`src/rtl/mult_chk_pipe.sv`:
```
// LAT-deep delay line of {valid, a, b} tracking operands in flight through the multiplier.
module mult_chk_pipe #(
  parameter int WIDTH = 16,
  parameter int LAT   = 1
) (
  input  logic             clk,
  input  logic             rst,
  input  logic             in_valid,
  input  logic [WIDTH-1:0] in_a,
  input  logic [WIDTH-1:0] in_b,
  output logic             out_valid,
  output logic [WIDTH-1:0] out_a,
  output logic [WIDTH-1:0] out_b
);

  logic [LAT-1:0]   vld_q;
  logic [WIDTH-1:0] a_q [LAT];
  logic [WIDTH-1:0] b_q [LAT];

  // NOTE: non-blocking assignments let every stage read its neighbour's old value, so the shift is order-independent.
  always_ff @(posedge clk) begin
    if (rst) begin
      vld_q <= '0;
    end else begin
      vld_q[0] <= in_valid;
      for (int i = 1; i < LAT; i++) vld_q[i] <= vld_q[i-1];
    end
  end

  // NOTE: only the valid bits are reset; the operand storage is meaningless while invalid and stays reset-free.
  always_ff @(posedge clk) begin
    a_q[0] <= in_a;
    b_q[0] <= in_b;
    for (int i = 1; i < LAT; i++) begin
      a_q[i] <= a_q[i-1];
      b_q[i] <= b_q[i-1];
    end
  end

  assign out_valid = vld_q[LAT-1];
  assign out_a     = a_q[LAT-1];
  assign out_b     = b_q[LAT-1];

endmodule

```
`config.mk`:
```
export PLATFORM = sky130hd
export DESIGN_NAME = mult_chk_pipe
export DESIGN_NICKNAME = d
export VERILOG_FILES = /design/src/rtl/mult_chk_pipe.sv
export SDC_FILE = /design/constraint.sdc
export NUM_CORES = 1
export LEC_CHECK = 0
export BUFFER_PORTS_ARGS = -buffer_cell sky130_fd_sc_hd__buf_2
export CAP_MARGIN = 25
export CORE_MARGIN = 4
export CORE_UTILIZATION = 35
export DETAILED_ROUTE_END_ITERATION = 7
export GPL_ROUTABILITY_DRIVEN = 0
export PLACE_DENSITY = 0.8
export SLEW_MARGIN = 20
export SYNTH_ARGS = -nofsm -noshare
export SYNTH_HDL_FRONTEND = slang
export SYNTH_SLANG_ARGS = --single-unit
```
`constraint.sdc`:
```
create_clock -name clk -period 0.8 [get_ports clk]
set_input_delay 0.04 -clock clk [delete_from_list [all_inputs] [get_ports clk]]
set_output_delay 0.04 -clock clk [all_outputs]
set_load 0.005 [all_outputs]
```
# Word-level counts from Yosys, hierarchy flattened
# Memory sizes are Yosys's and may differ from the RTL's.
# Cells that the tools add are included.
# W data, S select, Z words.
[totals]
regBits = 1
mem_bits_rw = 32
out_inout_bits = 33
word_cells = 3
mem_count = 2
inputBits = 35
[memory_table]
columns = ["memory", "depth", "width", "rd", "rd_clocked_by_memory_dff", "wr", "line", "text"]
rows = [
  ["a_q", 1, 16, 1, 0, 1, "17", "logic [WIDTH-1:0] a_q [LAT];"],
  ["b_q", 1, 16, 1, 0, 1, "18", "logic [WIDTH-1:0] b_q [LAT];"],
]

# Depth between registers and ports, before layout
[logic_depth]
word_depth = 0
ltp_mapped = 1
depth_no_buf = 1

# Worst setup path before layout
# No wires, ideal clock.
[synth_path]
path_kind = "register to output"
from = "memory a_q[0][0]"
to = "output out_a[0]"
stages_incl_launch_ff = 1
required_time_ns = 0.760
arrival_ns = 0.298
setup_slack_ns = 0.462
cell_sequence = "dfxtp_1"
[synth_rtl]
columns = ["element", "line", "text"]
rows = [
  ["start, declared", "17", ""],
  ["end, declared", "12", "output logic [WIDTH-1:0] out_a,"],
]

==> results.txt <==
status - finished with violations
failing checks - negative setup slack
Worst Tran Pin Value - 102 ps
clock root buffer - clkbuf_4
Crit path max-delay family - flip-flops
WHS - 351 ps
Seq. cell area - 682 sq um
Clock transition at path regs - 100 ps
crit start category - flip-flop
drt first pass iters - 6
DR top layer - met4
Yosys reg bits - 33
CTS tree - yes
CTS Buffer Depth - 2
origin of the worst min-delay path - in_b[1]
Iter 0 DRT Violations - 2
average size of a mapped cell - 19.8 sq um
Max-slew headroom - 93.2%
area of the multi-input gates - 13.8 sq um
Yosys warnings - 0
Setup-failing EPs final - 18
Layout area overhead - 131%
Cells after Synth - 34
Net Count, Synth - 69
WL met1 - 1130 microns
setup ws final - -42.2 ps
met3 WL - 397 microns
Ports - 68
hold depth - 2
Critical Path Start - b_q[0][4]
Initial Util - 37.8%
initial antenna violation count - 0
Avg WL per Cell - 18.8 microns
end of the worst hold path - b_q[0][1]
gr ovfl total - 0
layout cells sized above 1 - 65.0%
via/cell ratio - 4.24
largest net degree at the start of global routing - 11
Netlist Area Pre-Place - 674 sq um
chip height - 51.9 microns
Num CTS Buffers - 5
first-pass GRT wire length - 3860 microns
CP arrival - 800 ps
fmax - 1.19 GHz
DR vias - 712
Filler Cell Count - 80
H-tree depth - 2
Final Hold Fails - 0
Power Density - 2050 nW/um^2
slowest CP cell - dfxtp_1
Tot GR Track Use - 21.0%
CP Cell Sequence - buf_2
Total Wirelength - 3160 microns
Slew Viols, Final - 0
max_cap viols - 0
register area share after synthesis - 98.0%
Final period util - 105%
total power draw - 3.20 mW
synth unique cells - 2
nets@finish - 177
vias in the first global route - 809
most common cell after layout, fill and taps aside - buf_2
Port Buf Inserts - 67
maximum VDD drop - 2020 uV
RSZ-0062 raised after global routing - true
die outline area - 2690 sq um
met2 routed WL - 1580 microns
Worst setup EP type - output pin
post-route ant nets - 0
placed insts - 126
WS Path Type - reg2out
Die X - 51.9 microns
Hold WC Path Type - in2reg
commonest non-fill, non-tap cells in the layout - buf_2 (53), dlygate4sd3_1 (34), dfxtp_2 (17), dfxtp_1 (16), buf_6 (14)
Rows - 15
clk sinks - 33
Layout Cells excl Fill - 168
Post-CTS Setup Inserts - 0
LEAKAGE - 0.763 nW
core box area - 1780 sq um
drt drc - 0
CP required - 760 ps
CP max stage delay - 350 ps
DPL Wire Length - 1220 microns
Util after Layout - 87.5%
n_diodes - 0
WP buf/inv - 1
minimum clock period - 842 ps
crit path max fanout - 1
-- per-layer routing --
layer  GRT usage, %  vias to the layer above
li1               -                      318
met1           22.4                      339
met2           33.3                       49
met3           12.9                        6
met4           7.86                        0
met5              0                        -
-- area by class of cell --
type | instances | share of cell area, %
clock inverters | 1 | 0.321
repair buffers | 101 | 48.9
clock buffers | 7 | 4.17
flip-flops and latches | 33 | 43.7
multi-input cells | 1 | 0.882
well taps | 25 | 2.00
-- power breakdown --
| part | switching, mW | total, mW | internal [mW] |
|---|---|---|---|
| registers | 0.0388 | 1.78 | 1.74 |
| clock network | 0.532 | 1.04 | 0.509 |
| logic | 0.115 | 0.382 | 0.267 |
-- stage by stage --
stage	setup TNS [ps]	setup WS (ps)	instance area, sq um
finish	-222	-42.2	1560
global route	-694	-62.8	1560
CTS	-0.744	-0.744	1450
detailed placement	0	354	1040
global placement	0	366	1040
floorplan	0	462	674
-- registers in the layout (all words and copies together) (netlist names) --
| register | cells |
|---|---|
| a_q | 16 |
| b_q | 16 |
| out_valid | 1 |
-- kinds of logic after synthesis --
family | Yosys count | share of synthesized area (%)
simple gates | 1 | 2.04
flops | 33 | 98.0
-- cells in the mapped netlist, drive strengths merged --
library cell | count | area [sq um]
dfxtp | 33 | 661
nor2b | 1 | 13.8
-- timing repair --
item,4_1_cts,5_1_grt
gates resized for setup,0,31
endpoints found under the hold margin,33,0
setup endpoints to repair,1,32
hold buffers,34,0
pin swaps,0,0
-- worst max-delay path by stage --
| stage | to | cells after the start | slack [ps] |
|---|---|---|---|
| after global routing | out_b[13] | 1 | -60 |
| after global placement | out_b[6] | 1 | 370 |
| after floorplan | out_a[0] | 0 | 460 |
| final | out_b[4] | 1 | -40 |
| after CTS | out_a[8] | 1 | -0.7 |
| after detailed placement | out_a[8] | 1 | 350 |
Power figures use the tool's default switching activity.
